### src/rtl/e203_sleep_pkg.sv
// Shared types and constants for the always-on sleep/wake sequencer.
package e203_sleep_pkg;

  typedef enum logic [1:0] {
    StIdle  = 2'd0,
    StDrain = 2'd1,
    StSleep = 2'd2,
    StWake  = 2'd3
  } sleep_state_e;

  localparam int unsigned WAKE_DLY_MAX = 15;
  localparam int unsigned WAKE_CNT_W   = 4;

endpackage

### src/rtl/e203_sleep_satcnt.sv
// Saturating up-counter with synchronous clear (priority) and count enable.
module e203_sleep_satcnt #(
  parameter int unsigned Width = 16
) (
  input  logic             clk,
  input  logic             rst,
  input  logic             clr,
  input  logic             en,
  output logic [Width-1:0] cnt
);

  logic [Width-1:0] cnt_q;

  always_ff @(posedge clk) begin
    if (rst) begin
      cnt_q <= '0;
    end else if (clr) begin
      cnt_q <= '0;
    end else if (en && (cnt_q != '1)) begin
      cnt_q <= cnt_q + Width'(1);
    end
  end

  assign cnt = cnt_q;

endmodule

### src/rtl/e203_sleep_ctrl.sv
// Always-on sleep/wake sequencer: drains the core before gating, then applies a
// clock-settle delay before releasing it with a wake pulse.
module e203_sleep_ctrl
  import e203_sleep_pkg::*;
#(
  parameter int unsigned WAKE_DLY = 4,
  parameter int unsigned CNT_W    = 16
) (
  input  logic             clk,
  input  logic             rst,
  input  logic             wfi_req,
  input  logic             ifu_idle,
  input  logic             lsu_idle,
  input  logic             biu_idle,
  input  logic             irq_pend,
  input  logic             dbg_req,
  output logic             core_wfi,
  output logic             wfi_ack,
  output logic             wake_pulse,
  output logic [CNT_W-1:0] sleep_cycles
);

  sleep_state_e state_q, state_d;
  logic [WAKE_CNT_W-1:0] wcnt_q, wcnt_d;
  logic core_wfi_q, core_wfi_d;
  logic wfi_ack_q, wfi_ack_d;
  logic wake_pulse_q, wake_pulse_d;

  logic wake, drained;
  assign wake    = irq_pend | dbg_req;
  assign drained = ifu_idle & lsu_idle & biu_idle;

  always_ff @(posedge clk) begin
    if (rst) begin
      state_q      <= StIdle;
      wcnt_q       <= '0;
      core_wfi_q   <= 1'b0;
      wfi_ack_q    <= 1'b0;
      wake_pulse_q <= 1'b0;
    end else begin
      state_q      <= state_d;
      wcnt_q       <= wcnt_d;
      core_wfi_q   <= core_wfi_d;
      wfi_ack_q    <= wfi_ack_d;
      wake_pulse_q <= wake_pulse_d;
    end
  end

  always_comb begin
    state_d = state_q;
    wcnt_d  = wcnt_q;
    unique case (state_q)
      // A request seen alongside the previous wake pulse is stale.
      StIdle: if (wfi_req && !wake_pulse_q) state_d = StDrain;
      StDrain: begin
        if (!wfi_req || wake) state_d = StIdle;
        else if (drained)     state_d = StSleep;
      end
      StSleep: begin
        if (wake) begin
          state_d = StWake;
          wcnt_d  = WAKE_CNT_W'(WAKE_DLY - 1);
        end
      end
      StWake: begin
        if (wcnt_q == '0) state_d = StIdle;
        else              wcnt_d  = wcnt_q - WAKE_CNT_W'(1);
      end
      default: state_d = StIdle;
    endcase
  end

  always_comb begin
    core_wfi_d   = (state_d == StSleep);
    wfi_ack_d    = (state_q == StDrain) && (state_d == StSleep);
    // Abort (wfi_req low) takes priority over a wake seen in DRAIN.
    wake_pulse_d = ((state_q == StDrain) && wfi_req && wake) ||
                   ((state_q == StWake) && (wcnt_q == '0));
  end

  e203_sleep_satcnt #(
    .Width(CNT_W)
  ) u_sleep_cnt (
    .clk(clk),
    .rst(rst),
    .clr(wfi_ack_d),
    .en (state_q == StSleep),
    .cnt(sleep_cycles)
  );

  assign core_wfi   = core_wfi_q;
  assign wfi_ack    = wfi_ack_q;
  assign wake_pulse = wake_pulse_q;

endmodule

### config.mk
export PLATFORM = sky130hd
export DESIGN_NAME = e203_sleep_ctrl
export DESIGN_NICKNAME = d
export VERILOG_FILES = /design/src/rtl/e203_sleep_pkg.sv /design/src/rtl/e203_sleep_satcnt.sv /design/src/rtl/e203_sleep_ctrl.sv
export SDC_FILE = /design/constraint.sdc
export NUM_CORES = 1
export LEC_CHECK = 0
export CAP_MARGIN = 25
export CORE_MARGIN = 8
export CORE_UTILIZATION = 44
export CTS_CLUSTER_DIAMETER = 30
export DETAILED_ROUTE_END_ITERATION = 8
export MAX_ROUTING_LAYER = met4
export PLACE_DENSITY_LB_ADDON = 0.1
export SETUP_SLACK_MARGIN = 0.1
export SYNTH_ARGS = -nofsm -noshare
export SYNTH_HDL_FRONTEND = slang
export SYNTH_SLANG_ARGS = --single-unit
### constraint.sdc
create_clock -name clk -period 1.6 [get_ports clk]
set_input_delay 0.16 -clock clk [delete_from_list [all_inputs] [get_ports clk]]
set_output_delay 0.16 -clock clk [all_outputs]
set_load 0.05 [all_outputs]
==> run metrics, run 1 <==
outcome=finished with violations; reg2reg start=u_sleep_cnt.cnt[8]$_SDFFE_PP0P_; Syn Area/Cell=8.51 um2; fillers=194; Die W=69.1 um; GR Util All Layers=0.135; worst-case clock buffer depth=2; violated checks=setup timing; initial antenna violation count=0; critical path type=reg2reg; Post-synth top cells=dfxtp_1, a21oi_1, o21ai_0; drc violations=0; post-DP HPWL=2.41 mm; Max Cap Viol=0; cell count after placement=212; largest net degree at the start of global routing=16; Port-buffer cells=26; Yosys cell types=43; complex-gate fraction of the synthesized area=0.206; Vias/cell=5.86; post-layout instance area=2070 um2; met1 global-route usage=0.147; slowest stage delay, CP=490 ps; Num CTS Buffers=3; Die Span Y=69.1 um; Mapped Nets=156; post-synthesis mux area share=0; Seq/Total Area, Yosys=0.403; min-delay src=u_sleep_cnt.cnt[14]$_SDFFE_PP0P_; setup TNS=-3.83 ps; pwr dens=469 nW/um2; vias in the first global route=1237; Reg clk slew, reported paths=140 ps; Final Critical Period=1600 ps; Critical Path Start Type=register; main combinational cell family by area after synthesis=simple AND/OR/NAND/NOR gates; worst setup margin=-3.83 ps; synth warn=0; CTS tree=built; Leak=0.000768 uW; hold_buf cts=0; first-pass GRT wire length=5.44 mm; clk_lat worst skew=320 ps; Placer Congestion=0.860; CTS sink count=25; crit end category=register; unrepaired setup endpoints after global routing=yes; Final nets=214; critical path's top delay family=simple AND/OR/NAND/NOR gates; GR met2 Demand/Resource=0.236; post-synthesis xor/xnor area fraction=0.0141; diode count=0; Critical path origin=u_sleep_cnt.cnt[8]$_SDFFE_PP0P_; most common cell in the netlist=dfxtp_1; Setup Viol. Count Final=1; synthesis-to-layout area growth=66.4%; Final Hold Viols=0; slowest cell on the critical path=or4_4; Bufs and invs on worst path=0; WL/cell=16.8 um; DRT Pass-1 Iters=4; clk_skew=2.70 ps; gr ovfl total=0; Worst-Margin Slew=327 ps; grt peak-use layer=met2; FFs w/ async S/R, synth=0; Synth Area in Simple Gates=0.307; Worst Path Max Fanout=6; Detailed Route Iter0 Violations=71; via count=1372; ys flop type=dfxtp_1; Initial Util=0.458; Peak VDD IR=0.000413 V; final WL=3.92 mm; Post-synth EDFFs=0; Die Area=4780 um2; crit path DAT=1870 ps; Synth area leader=dfxtp_1; # IOs=27; synth top area cells=dfxtp_1, a21oi_1, o21ai_0, or3_1, or3_2; Slew headroom=0.781; Synth Area in Adders=0.0201; hold crit path type=reg2reg; WHS=528 ps; CTS root buffer=clkbuf_4; Max Fclk=624 MHz; Data required, critical path=1870 ps; #FFs+latches synth=25; Layout Cells excl Fill=234; Slew Viols, Final=0; met3 GRT Util=0.0229; Tcrit/Tclk final=1.00; Core Region=2710 um2; Synth Cell Area=1240 um2; layout cell share with drive strength beyond 1=0.596; Post-DRT Antenna Nets=0; num rows=19; placed instance area=1730 um2; worst path cell trace=nand4_4, or3_4, or4_4, a21oi_2; CTS HTree Levels=1; Post-Syn Instances=146; share of the synthesized area in the top cell type=0.403
[metal layers]
metal	share of wire	wire length [um]	vias up
met5	0	0	-
met1	0.40	1590	649
met4	0.031	123	0
met3	0.040	158	12
li1	-	-	669
met2	0.52	2050	42
[stage by stage]
step,utilization,worst slack (ps),power [uW]
6_report,0.763,-3.83,970
5_1_grt,0.763,-64.9,1010
4_1_cts,0.665,32.7,971
3_5_place_dp,0.637,-82.5,682
3_3_place_gp,0.637,-30.9,681
2_1_floorplan,-,-107,647
[cell usage in the layout (no fill, tap or decap), types with 4 or more instances in the layout]
cell type / count
buf_6: 6
a21oi_2: 11
o21ai_0: 7
or3_4: 8
a21oi_1: 6
dfxtp_1: 6
or3_1: 6
nor2_1: 4
clkdlybuf4s50_1: 7
buf_4: 48
nand2_1: 6
dfxtp_4: 16
nand4_1: 4
o21ai_1: 7
[kinds of logic (layout without fill, tap and decap cells)]
family / Yosys count / in the layout
DFF: 25 / 25
xor gates and xnor gates: 2 / 2
adders and majority gates: 2 / 2
and+or+nand+nor: 59 / 59
buffers and inverters: 14 / 71
AOI/OAI and AO/OA: 44 / 44
[report_power, final]
| part | switching [uW] | leakage (uW) | internal, uW |
|---|---|---|---|
| sequential | 2.08 | 0.000216 | 598 |
| clock | 196 | 0.0000177 | 93.8 |
| combinational | 36.6 | 0.000534 | 43.7 |
| total | 235 | 0.000768 | 735 |
[sequential cells by signal (all words and copies together), names as in the netlist]
register and flops:
u_sleep_cnt.cnt 16, state_q 2, core_wfi 1, wfi_ack 1, wake_pulse 1, wcnt_q 4
[worst register-to-register path: stages (launching register included)]
cell and delay, ps:
dfxtp_4 400, nand4_4 120, or3_4 420, or4_4 490, a21oi_2 120
[repair_timing]
action | in CTS | in global routing
pin swaps | 4 | 20
setup endpoints to repair | 14 | 20
setup buffers | 3 | 13
cloned | 1 | 1
endpoints found under the hold margin | 0 | 0
gates resized for setup | 7 | 47
[path summary, 6_finish.rpt]
kind / slack [ps] / cells past startpoint / to
max: -4 / 4 / u_sleep_cnt.cnt[14]$_SDFFE_PP0P_
max reg2reg: -4 / 4 / u_sleep_cnt.cnt[14]$_SDFFE_PP0P_
min: 530 / 2 / u_sleep_cnt.cnt[14]$_SDFFE_PP0P_
min reg2reg: 530 / 2 / u_sleep_cnt.cnt[14]$_SDFFE_PP0P_
[final cells by class]
type                    instances  area, um2  area share
clock buffers                   3       22.5      0.0109
clock inverters                 1       5.00     0.00242
inverters                       5       21.3      0.0103
multi-input cells             107        897       0.434
flip-flops and latches         25        564       0.273
well taps                      31       38.8      0.0188
repair buffers                 62        518       0.251
No activity file was read; power rests on OpenSTA's default activity.
==> inputs of run 2 (changes only) <==
--- a/config.mk
+++ b/config.mk
@@ -13,6 +13,7 @@
 export MAX_ROUTING_LAYER = met4
 export PLACE_DENSITY_LB_ADDON = 0.1
 export SETUP_SLACK_MARGIN = 0.1
+export SLEW_MARGIN = 20
 export SYNTH_ARGS = -nofsm -noshare
 export SYNTH_HDL_FRONTEND = slang
 export SYNTH_SLANG_ARGS = --single-unit
==> results of run 2 <==
Final layout, timing and power as in run 1 (identical DEF).
==> inputs of run 3 (changes only) <==
--- a/config.mk
+++ b/config.mk
@@ -5,12 +5,12 @@
 export SDC_FILE = /design/constraint.sdc
 export NUM_CORES = 1
 export LEC_CHECK = 0
+export ABC_CLOCK_PERIOD_IN_PS = 1710
 export CAP_MARGIN = 25
 export CORE_MARGIN = 8
-export CORE_UTILIZATION = 44
+export CORE_UTILIZATION = 49
 export CTS_CLUSTER_DIAMETER = 30
 export DETAILED_ROUTE_END_ITERATION = 8
-export MAX_ROUTING_LAYER = met4
 export PLACE_DENSITY_LB_ADDON = 0.1
 export SETUP_SLACK_MARGIN = 0.1
 export SLEW_MARGIN = 20
==> constraint.sdc (replaced) <==
create_clock -name clk -period 1.71 [get_ports clk]
set_input_delay 0.171 -clock clk [delete_from_list [all_inputs] [get_ports clk]]
set_output_delay 0.171 -clock clk [all_outputs]
set_load 0.05 [all_outputs]
==> run 3 against run 2 <==
Net effect: maximum frequency is 0.57% lower; critical endpoint is now u_sleep_cnt.cnt[13]$_SDFFE_PP0P_; clock skew increased by 6.7 ps; critical path type unchanged; register-to-register slack better by 100 ps; utilization decreased by 0.45 points; the flow now finishes without violations.
==> run metrics, run 3 (same netlist as run 1, synthesis figures left out) <==
max reg flops=16 (unchanged); Switching Share=0.227 (-0.0149); Layout Cells excl Fill=217 (-7.3%); Die Span Y=66.4 um (-4.0%); CTS HTree Levels=1 (unchanged); outcome=complete, no violations; P_int=688 uW (-6.4%); Slew headroom=0.652 (-0.129); Worst Hold Depth=1 (-1); GR Util All Layers=0.150 (+0.0149); Reg power frac=0.635 (+0.017); drc violations=0 (unchanged); Critical Path Most Common Cell=or3_4; Data required, critical path=1970 ps (+100 ps); worst-case clock buffer depth=2 (unchanged); Port-buffer cells=26 (unchanged); cell count after placement=202 (-4.7%); post-layout instance area=1840 um2 (-11%); unrepaired setup endpoints after global routing=yes; hold crit path type=reg2reg; Final nets=198 (-7.5%); CTS tree=built; Vias/cell=5.82 (-0.65%); post-DP HPWL=2.33 mm (-3.1%); slowest stage delay, CP=430 ps (-60 ps); fillers=186 (-4.1%); layout cell share with drive strength beyond 1=0.396 (-0.200); critical path's top delay family=simple AND/OR/NAND/NOR gates; WL/cell=15.2 um (-9.6%); Die W=66.4 um (-4.0%); num rows=18 (-1); CTS sink count=25 (unchanged); Reg clk slew, reported paths=140 ps (about the same); Num CTS Buffers=3 (unchanged); Final Hold Viols=0 (unchanged); first-pass GRT wire length=5.37 mm (-1.4%); critical path type=reg2reg; placed instance area=1670 um2 (-3.3%); Core Region=2430 um2 (-10%); hold_buf cts=0 (unchanged); crit path DAT=1870 ps (about the same); initial antenna violation count=0 (unchanged); via count=1264 (-7.9%); Leak=0.000702 uW (-8.6%); Die Area=4400 um2 (-7.9%); CTS root buffer=clkbuf_4; Final Critical Period=1610 ps (+9.24 ps); pwr dens=483 nW/um2 (+2.9%); Bufs and invs on worst path=1 (+1); DRT Pass-1 Iters=4 (unchanged); clk_skew=9.37 ps (+6.67 ps); commonest non-fill, non-tap cell in the layout=buf_4; commonest non-fill, non-tap cells in the layout=buf_4, dlygate4sd2_1, o21ai_0, dfxtp_4, a21oi_1; WHS=467 ps (-60.5 ps); gr ovfl total=0 (unchanged); Critical Path Start Type=register; Psw=202 uW (-14%); Worst-Margin Slew=524 ps (+196 ps); Peak VDD IR=0.000410 V (-0.71%); Comb power frac=0.071 (-0.012); slowest cell on the critical path=or3_4; Initial Util=0.511 (+0.0524); Placer Congestion=0.796 (-7.4%); diode count=0 (unchanged); vias in the first global route=1235 (-0.16%); crit end category=register; clock power share=0.293 (-0.006); Post-DRT Antenna Nets=0 (unchanged); largest net degree at the start of global routing=16 (unchanged); Slew Viols, Final=0 (unchanged); Max Fclk=620 MHz (-0.57%); Max Cap Viol=0 (unchanged); clk_lat worst skew=310 ps (about the same); Setup Viol. Count Final=0 (-1); worst path cell trace=nand4_1, or3_4, buf_4, or3_4, a21oi_1; Levels on crit path=5 (+1); R2R depth=5 (+1); Detailed Route Iter0 Violations=73 (+2.8%); Tcrit/Tclk final=0.943 (-0.0591); # IOs=27 (unchanged); final WL=3.29 mm (-16%); synthesis-to-layout area growth=48.4%; Worst Path Max Fanout=6 (unchanged)
## run 3: worst paths after layout
kind	to	startpoint	slack, ps
max	u_sleep_cnt.cnt[13]$_SDFFE_PP0P_	u_sleep_cnt.cnt[5]$_SDFFE_PP0P_	100
min	wcnt_q[0]$_SDFFE_PP0P_	wcnt_q[0]$_SDFFE_PP0P_	470
max reg2reg	u_sleep_cnt.cnt[13]$_SDFFE_PP0P_	u_sleep_cnt.cnt[5]$_SDFFE_PP0P_	100
min reg2reg	wcnt_q[0]$_SDFFE_PP0P_	wcnt_q[0]$_SDFFE_PP0P_	470
## run 3: worst reg2reg max path: cells and delay by family, from the launching register on
family | cells | cell delay (ps)
AOI/OAI and AO/OA | 1 | 120
buffers and inverters | 1 | 160
DFF | 1 | 380
and+or+nand+nor | 3 | 900
## run 3: layer usage
| layer | global-route usage | wire length [um] |
|---|---|---|
| met5 | 0 | 0 |
| met4 | 0.0720 | 55 |
| met3 | 0.0356 | 156 |
| met2 | 0.259 | 1660 |
| met1 | 0.167 | 1420 |
## run 3: timing repair
item / in CTS / in global routing
gates resized for setup: 20 / 19
setup buffers: 0 / 11
endpoints found under the setup margin: 21 / 8
pin swaps: 3 / 9
## run 3: final cells by class
class                           count  area [um2]  share of cell area
Clock buffer                        4        26.3              0.0142
Inverter                            5        21.3              0.0115
Multi-Input combinational cell    107         803               0.436
Sequential cell                    25         561               0.304
Tap cell                           30        37.5              0.0204
Timing Repair Buffer               46         395               0.214
## run 3: power by group through the flow
stage	Sequential (uW)	Combinational [uW]	Clock, uW
final	566	63.4	261
after global routing	567	68.0	289
after CTS	566	60.1	267
after detailed placement	581	60.0	0
after global placement	580	58.3	0
after floorplan	581	27.7	0
## run 3: stage by stage
step / worst slack, ps / power (uW) / util / setup TNS, ps
global route: 38.2 / 924 / 0.758 / 0
CTS: 101 / 893 / 0.694 / 0
detailed placement: 18.8 / 640 / 0.687 / 0
floorplan: -3.30 / 608 / - / -3.30
finish: 96.9 / 891 / 0.758 / 0
global placement: 63.9 / 639 / 0.687 / 0
